`config.mk`:
```
export PLATFORM = sky130hd
export DESIGN_NAME = lv_bist_seq
export DESIGN_NICKNAME = d
export VERILOG_FILES = /design/src/rtl/lv_bist_seq.sv
export SDC_FILE = /design/constraint.sdc
export NUM_CORES = 1
export LEC_CHECK = 0
export CORE_UTILIZATION = 25
export DETAILED_ROUTE_END_ITERATION = 8
export GPL_ROUTABILITY_DRIVEN = 0
export HOLD_SLACK_MARGIN = 0.08
export PLACE_DENSITY = 0.48
export SLEW_MARGIN = 20
export SYNTH_ARGS = -nofsm -noshare
export SYNTH_HDL_FRONTEND = slang
export SYNTH_SLANG_ARGS = --single-unit
```
`constraint.sdc`:
```
create_clock -name i_clk -period 4.4 [get_ports i_clk]
set_clock_uncertainty 0.15 [all_clocks]
set_input_delay 0.66 -clock i_clk [delete_from_list [all_inputs] [get_ports i_clk]]
set_output_delay 0.66 -clock i_clk [all_outputs]
set_load 0.05 [all_outputs]
```
`src/rtl/lv_bist_seq.sv`:
```
// LV built-in self test sequencer: analog BIST handover, then logic BIST,
// with per-phase timeouts and a sticky pass flag plus failure code.
module lv_bist_seq #(
  parameter int CLK_M        = 48,
  parameter int ABIST_TMO_US = 100,
  parameter int LBIST_TMO_US = 500
) (
  input  logic       i_clk,
  input  logic       i_rst,
  input  logic       i_bist_req,
  input  logic       i_bist_abort,
  input  logic       i_lbist_en,
  input  logic       i_lv_abist_rult,
  input  logic       i_lbist_done,
  input  logic       i_lbist_pass,
  output logic       o_bist_en,
  output logic       o_lbist_start,
  output logic       o_bist_busy,
  output logic       o_bist_done,
  output logic       o_bist_pass,
  output logic [3:0] o_bist_fail_code
);

  localparam int ABIST_TMO_CYC = ABIST_TMO_US * CLK_M;
  localparam int LBIST_TMO_CYC = LBIST_TMO_US * CLK_M;
  localparam int MAX_TMO_CYC   = (ABIST_TMO_CYC > LBIST_TMO_CYC) ? ABIST_TMO_CYC : LBIST_TMO_CYC;
  localparam int CNT_W         = $clog2(MAX_TMO_CYC + 1);

  localparam logic [CNT_W-1:0] CNT_ZERO  = {CNT_W{1'b0}};
  localparam logic [CNT_W-1:0] CNT_ONE   = CNT_W'(1);
  localparam logic [CNT_W-1:0] CNT_MAX   = {CNT_W{1'b1}};
  localparam logic [CNT_W-1:0] ABIST_TMO = CNT_W'(ABIST_TMO_CYC);
  localparam logic [CNT_W-1:0] LBIST_TMO = CNT_W'(LBIST_TMO_CYC);

  localparam logic [3:0] FC_ANALOG  = 4'b0001;
  localparam logic [3:0] FC_LOGIC   = 4'b0010;
  localparam logic [3:0] FC_TIMEOUT = 4'b0100;
  localparam logic [3:0] FC_ABORT   = 4'b1000;

  typedef enum logic [1:0] {
    ST_IDLE   = 2'd0,
    ST_ABIST  = 2'd1,
    ST_LBIST  = 2'd2,
    ST_REPORT = 2'd3
  } state_e;

  state_e           state_r;
  state_e           state_nxt_s;
  logic [CNT_W-1:0] cnt_r;
  logic [CNT_W-1:0] cnt_nxt_s;
  logic [CNT_W-1:0] cnt_inc_s;
  logic [3:0]       code_r;
  logic [3:0]       code_nxt_s;

  logic             bist_en_r;
  logic             lbist_start_r;
  logic             busy_r;
  logic             done_r;
  logic             pass_r;
  logic [3:0]       fail_code_r;

  // Saturating increment so a long phase can never wrap back below the timeout
  assign cnt_inc_s = (cnt_r == CNT_MAX) ? cnt_r : (cnt_r + CNT_ONE);

  // Next-state, counter and internal failure code; abort outranks everything,
  // a real handover or done outranks a coincident timeout
  always_comb begin
    state_nxt_s = state_r;
    cnt_nxt_s   = cnt_r;
    code_nxt_s  = code_r;
    case (state_r)
      ST_IDLE: begin
        if (i_bist_req) begin
          state_nxt_s = ST_ABIST;
          cnt_nxt_s   = CNT_ZERO;
          code_nxt_s  = 4'b0000;
        end else begin
          state_nxt_s = ST_IDLE;
        end
      end
      ST_ABIST: begin
        cnt_nxt_s = cnt_inc_s;
        if (i_bist_abort) begin
          state_nxt_s = ST_REPORT;
          code_nxt_s  = code_r | FC_ABORT;
        end else if (i_lbist_en) begin
          state_nxt_s = ST_LBIST;
          cnt_nxt_s   = CNT_ZERO;
          code_nxt_s  = {code_r[3:1], ~i_lv_abist_rult};
        end else if (cnt_r >= ABIST_TMO) begin
          state_nxt_s = ST_REPORT;
          code_nxt_s  = code_r | FC_TIMEOUT | FC_ANALOG;
        end else begin
          state_nxt_s = ST_ABIST;
        end
      end
      ST_LBIST: begin
        cnt_nxt_s = cnt_inc_s;
        if (i_bist_abort) begin
          state_nxt_s = ST_REPORT;
          code_nxt_s  = code_r | FC_ABORT;
        end else if (i_lbist_done) begin
          state_nxt_s = ST_REPORT;
          code_nxt_s  = {code_r[3:2], ~i_lbist_pass, code_r[0]};
        end else if (cnt_r >= LBIST_TMO) begin
          state_nxt_s = ST_REPORT;
          code_nxt_s  = code_r | FC_TIMEOUT | FC_LOGIC;
        end else begin
          state_nxt_s = ST_LBIST;
        end
      end
      ST_REPORT: begin
        state_nxt_s = ST_IDLE;
      end
      default: begin
        state_nxt_s = ST_IDLE;
        cnt_nxt_s   = CNT_ZERO;
        code_nxt_s  = 4'b0000;
      end
    endcase
  end

  // State, counter and code registers
  always_ff @(posedge i_clk or posedge i_rst) begin
    if (i_rst) begin
      state_r <= ST_IDLE;
      cnt_r   <= CNT_ZERO;
      code_r  <= 4'b0000;
    end else begin
      state_r <= state_nxt_s;
      cnt_r   <= cnt_nxt_s;
      code_r  <= code_nxt_s;
    end
  end

  // Outputs are decoded from the next state so they change on the transition edge
  always_ff @(posedge i_clk or posedge i_rst) begin
    if (i_rst) begin
      bist_en_r     <= 1'b0;
      lbist_start_r <= 1'b0;
      busy_r        <= 1'b0;
      done_r        <= 1'b0;
      pass_r        <= 1'b0;
      fail_code_r   <= 4'b0000;
    end else begin
      bist_en_r     <= (state_nxt_s == ST_ABIST) || (state_nxt_s == ST_LBIST);
      lbist_start_r <= (state_r == ST_ABIST) && (state_nxt_s == ST_LBIST);
      busy_r        <= (state_nxt_s != ST_IDLE);
      done_r        <= (state_nxt_s == ST_REPORT);
      if (state_nxt_s == ST_REPORT) begin
        fail_code_r <= code_nxt_s;
        pass_r      <= (code_nxt_s == 4'b0000);
      end else begin
        fail_code_r <= fail_code_r;
        pass_r      <= pass_r;
      end
    end
  end

  assign o_bist_en        = bist_en_r;
  assign o_lbist_start    = lbist_start_r;
  assign o_bist_busy      = busy_r;
  assign o_bist_done      = done_r;
  assign o_bist_pass      = pass_r;
  assign o_bist_fail_code = fail_code_r;

endmodule

```
# Word-level counts from Yosys, hierarchy flattened
# Index checks and enable logic that the tools add are counted.
[word_totals] reg_bits=30 latch_bits=0 ram_bits=0 n_memories=0 output_inout_bits=9 romBits=0 input_bits=8
[op_classes] n_mux=21 bitwise_logic=2 shifts=0 div_mod_pow=0 mul=0 n_reduce_logical=7 n_lt_le_gt_ge=2 n_addsub=1 eq_ne=8
[op_table] operator="15-bit 2-to-1 mux" n=4
[op_table] operator="15-bit one-hot mux with 3 select lines" n=1
[op_table] operator="15-bit by 1-bit adder with 15-bit output (second input constant)" n=1
[op_table] operator="15-bit equality test (second input constant)" n=1
[op_table] operator="15-bit by 13-bit >= comparator with 1-bit output (second input constant)" n=1
[op_table] operator="15-bit >= comparator (second input constant)" n=1
[op_table] operator="3-bit 2-to-1 mux" n=4
[op_table] operator="4-bit 2-to-1 mux" n=3
[op_table] operator="4-bit one-hot mux with 3 select lines" n=1
[op_table] operator="2-bit equality test (second input constant)" n=4
[op_table] operator="2-bit one-hot mux with 4 select lines" n=1
[op_table] operator="2-bit 2-to-1 mux" n=3
[op_table] operator="2-bit by 1-bit equality test with 1-bit output (second input constant)" n=2
[op_table] operator="4-bit logical NOT" n=1
[op_table] operator="1-bit 2-to-1 mux" n=4
[op_table] operator="3-bit nonzero test" n=1
[op_table] operator="2-bit logical NOT" n=1
[op_table] operator="2-bit inequality test (second input constant)" n=1
[op_table] operator="1-bit NOT" n=2
[op_table] operator="2-bit AND reduction" n=1
[op_table] operator="2-bit nonzero test" n=1
[op_table] operator="1-bit logical AND" n=1
[op_table] operator="1-bit logical OR" n=1

# Depth between registers and ports, before layout
[logic_depth] word_depth=7 ltp_mapped=11 mapped_depth_nobuf=9

# Worst setup path after synthesis
# OpenSTA, ideal clock, no wires.
[synth_timing] kind="input to register" startpoint="input port i_lbist_en" endpoint="register fail_code_r[2], in the netlist o_bist_fail_code[2]" path_stages=8 arrival_ps=2275 path_slack_ps=1850 path_cell_list="or3_1 > a211oi_1 > a211o_1 > a21boi_1 > inv_1 > ha_1 > buf_1 > mux2_4"
[synth_via] elab_chain_cells=4
[synth_rtl] item="start: declaration" line_no="12" source="input logic i_lbist_en,"
[synth_rtl] item="2-bit 2-to-1 mux" line_no="86" source="end else if (i_lbist_en) begin"
[synth_rtl] item="2-bit 2-to-1 mux" line_no="83" source="if (i_bist_abort) begin"
[synth_rtl] item="2-bit one-hot mux with 4 select lines" line_no="71" source="case (state_r)"
[synth_rtl] item="named net state_nxt_s[1]" line_no="48" source="state_e state_nxt_s;"
[synth_rtl] item="2-bit equality test" line_no="150" source="if (state_nxt_s == ST_REPORT) begin"
[synth_rtl] item="end signal: assignment" line_no="151" source="fail_code_r <= code_nxt_s;"
[synth_rtl] item="end signal: assignment" line_no="154" source="fail_code_r <= fail_code_r;"
[synth_rtl] item="end: declaration" line_no="60" source="logic [3:0] fail_code_r;"
# The timed path passes the listed nets, and every way through them passes these cells.
# A chain may end at the register's enable or synchronous reset.

# Worst setup path in the final report
# Ends and elaborated chain as after synthesis.

==> impl_results.md <==
- Die Width: about 86 um
- Leakage dissipation: between 0.8 and 0.9 nW
- Largest voltage drop on the vdd net: around 0.14 mV
- Number of synthesized flops with an enable pin: 0
- Quantity of I/O buffers inserted on ports: 16
- Clk_lat worst skew: ~0.28 ns
- Kind of start point of the critical path: input pin
- Number of cell rows: 30
- Share of the synthesized area in the top cell type: roughly 42%
- Commonest cells after routing, fill and taps aside: 30 x dfrtp_1, 21 x nor2_1, 16 x clkdlybuf4s50_1, 15 x inv_1, 10 x ha_1
- Final standard cell area without fillers: ~2100 um^2
- Final ANT Viol Nets: 0
- Max Fclk: roughly 0.35 GHz
- CTS HTree Levels: 2
- Data required, critical path: 4.42 ns
- Final number of hold-violating endpoints: 0
- Yosys synthesis warning count: 0
- Detailed-router iteration count before antenna repair: 4
- Top fanout value on the critical path: 9
- Root Buffer Master: clkbuf_8
- Leading post-synthesis cells by cell area: dfrtp_1 42%, ha_1 7.0%, nor2_1 4.4%
- CTS tree: yes
- Hold wc startpoint: o_bist_fail_code[2]$_DFFE_PP0P_
- Type of the tightest min-delay check: flip-flop to flip-flop
- Worst setup path start: i_lbist_en
- Layout Area Growth over Synthesis: 19.6%
- Via count of the routed design: 1325
- Max-cap violations: 0
- Source of the worst register-to-register timing path: cnt_r[13]$_DFFE_PP0P_
- Layout net count: about 220
- Setup bufs post-CTS: 0
- Yosys top cell by area: dfrtp_1
- Sequential group share of total power: approximately a third
- Die ar.: about 7500 um^2
- Hold-fix buffer count after cts: 0
- Hold path depth: 1
- Maximum number of pins on one net before global-route repair: 29
- Headroom to the max-slew limit: between 50% and 60%
- Slew at the pin with the worst max-slew slack: slightly above 0.6 ns
- Final period util: 65.5%
- Final setup vio count: 0
- Worst-case reg-to-reg path depth: 7
- Portion of total power attributed to the clock network: 20.0%
- Sinks on Clock Net: 30
- Detail-routed via count per cell: around 4.5
- Starting Density: a little over a quarter
- Setup repair after global routing missed its margin: false
- Share of synthesized flip-flops with an asynchronous set or reset: 100%
- Internal Power: 0.666 mW
- Global route overflow: 0
- Clock tree buffer depth: 2
- Violation count after the first detailed-routing iteration: 108
- Total negative setup slack: 0 ns
- Gate count of the mapped netlist: between 150 and 200
- Switching pwr: between 0.5 and 0.6 mW
- Run status: finished, final reports clean
- Number of global-route vias before repair: approximately 1300
- Distinct cells, synth: between 50 and 60
- Overall fraction of global-route tracks in use: between 10 and 15%
- Wirelength per Cell: between 10 and 15 um
- Switching fraction of total power: ~44%
- Number of diodes added for antenna fixing: 0
- Number of primary I/O pins: 17
- Commonest non-fill, non-tap cell in the layout: dfrtp_1
- Total core area: 6830 um^2
- Hold WS: 0.369 ns
- Min setup slack post-route: approximately 1.5 ns
- Arrival time of the worst setup path: around 2.9 ns
- Syn_area_per_cell: 9.97 um^2
- Netlist area before placement: around 1800 um^2
- Routed Wire Length: about 3.8 mm
- Crit Path Class: input pin to flip-flop
- Post-CTS Resized: 0
- Post-Place Worst Slack: between 1 and 1.5 ns
- Dpl cell area: between 2000 and 2500 um^2
- Post-layout minimum cycle time: ~2.9 ns
- Clock transition at the registers of the reported paths: roughly 0.070 ns
- Seq cells post-synth: 30
- Detailed-route DRC error count: 0
- Max-slew violation count: 0
- Fraction of layout cells with a size suffix above 1: roughly 15%
- Detailed Place HPWL: approximately 2.7 mm
- Antenna violations before repair: 0
- Proportion of synthesized chip area in sequential cells: 42.1%
- Die span in y: between 80 and 90 um
- Part of the power in combinational logic: between 40% and 50%
- Most frequently used flop master after synthesis: dfrtp_1
- Syn nets: a little under 200
- Crit path capture type: flip-flop
- First-pass GRT wire length: roughly 6.3 mm
- Number of buffers added by the clock tree synthesis step: 5
- Areal power density over the cells: between 500 and 600 nW/um^2
-- power groups by stage --
stage                     combinational (mW)  sequential [mW]  clock [mW]
final                                  0.576            0.375       0.237
after global routing                   0.637            0.383       0.259
after CTS                              0.583            0.376       0.247
after detailed placement               0.580            0.381           0
after global placement                 0.586            0.381           0
after floorplan                        0.312            0.496           0
-- cell families after synthesis --
logic type	share of synthesized area [%]
AND/OR/NAND/NOR	24.0
XOR/XNOR	4.42
multiplexers	2.31
AO/OA/AOI/OAI	14.2
adder cells (fa/ha/maj)	7.01
flip-flops	42.1
buffers and inverters	6.03
-- worst max-delay path: stages --
cell and delay, ns:
clkdlybuf4s50_1 0.49, or3_1 0.34, a211oi_1 0.27, a211o_1 0.17
a21boi_1 0.20, inv_1 0.10, ha_1 0.34, mux2_4 0.34
-- synthesized netlist by cell type (all sizes together), types with 3 or more instances --
cell,count
ha,10
nor2b,6
nand2,8
mux2,3
a21oi,7
xnor2,9
inv,16
buf,6
dfrtp,30
nand4,3
and2,3
o21ai,3
nor4b,3
nor3,5
nor2,21
nor4,5
nand3,8
-- final cells by class --
class	count	area (um^2)
multi-input combinational	126	926
tap	96	120
clock buffer	6	82.6
clock inverter	2	12.5
timing repair buffer	19	183
inverter	16	60.1
sequential	30	751
fill	725	4700
-- routing by layer --
metal  vias up  wire, um  share of wire [%]  global-route usage (%)
li1        667         -                  -                       -
met1       629      1910                 51                    14.9
met2        24      1690                 45                    16.8
met3         5       106                2.8                    2.29
met4         0        58                1.5                    5.45
met5         -         0                  0                       0
-- sequential cells by signal (all words and copies together) (netlist names) --
signal,count
o_bist_busy,1
state_r,2
o_bist_pass,1
cnt_r,15
o_lbist_start,1
code_r,4
o_bist_en,1
o_bist_done,1
o_bist_fail_code,4
-- stage by stage --
stage                     utilization, %  power, mW  std cells
after global routing                31.2       1.28        295
final                               31.2       1.19        295
after floorplan                        -      0.808        179
after detailed placement            29.9      0.960        287
after global placement              29.9      0.967        287
after CTS                           31.2       1.21        295
-- worst paths after layout --
check,endpoint,slack [ns]
hold / removal,o_bist_fail_code[2]$_DFFE_PP0P_,0.37
hold reg to reg,o_bist_fail_code[2]$_DFFE_PP0P_,0.37
setup reg to reg,o_bist_fail_code[2]$_DFFE_PP0P_,1.85
max in group asynchronous,cnt_r[12]$_DFFE_PP0P_,2.99
setup / recovery,o_bist_fail_code[2]$_DFFE_PP0P_,1.52
min in group asynchronous,o_bist_fail_code[1]$_DFFE_PP0P_,0.62
(Power assumes the default switching activity.)
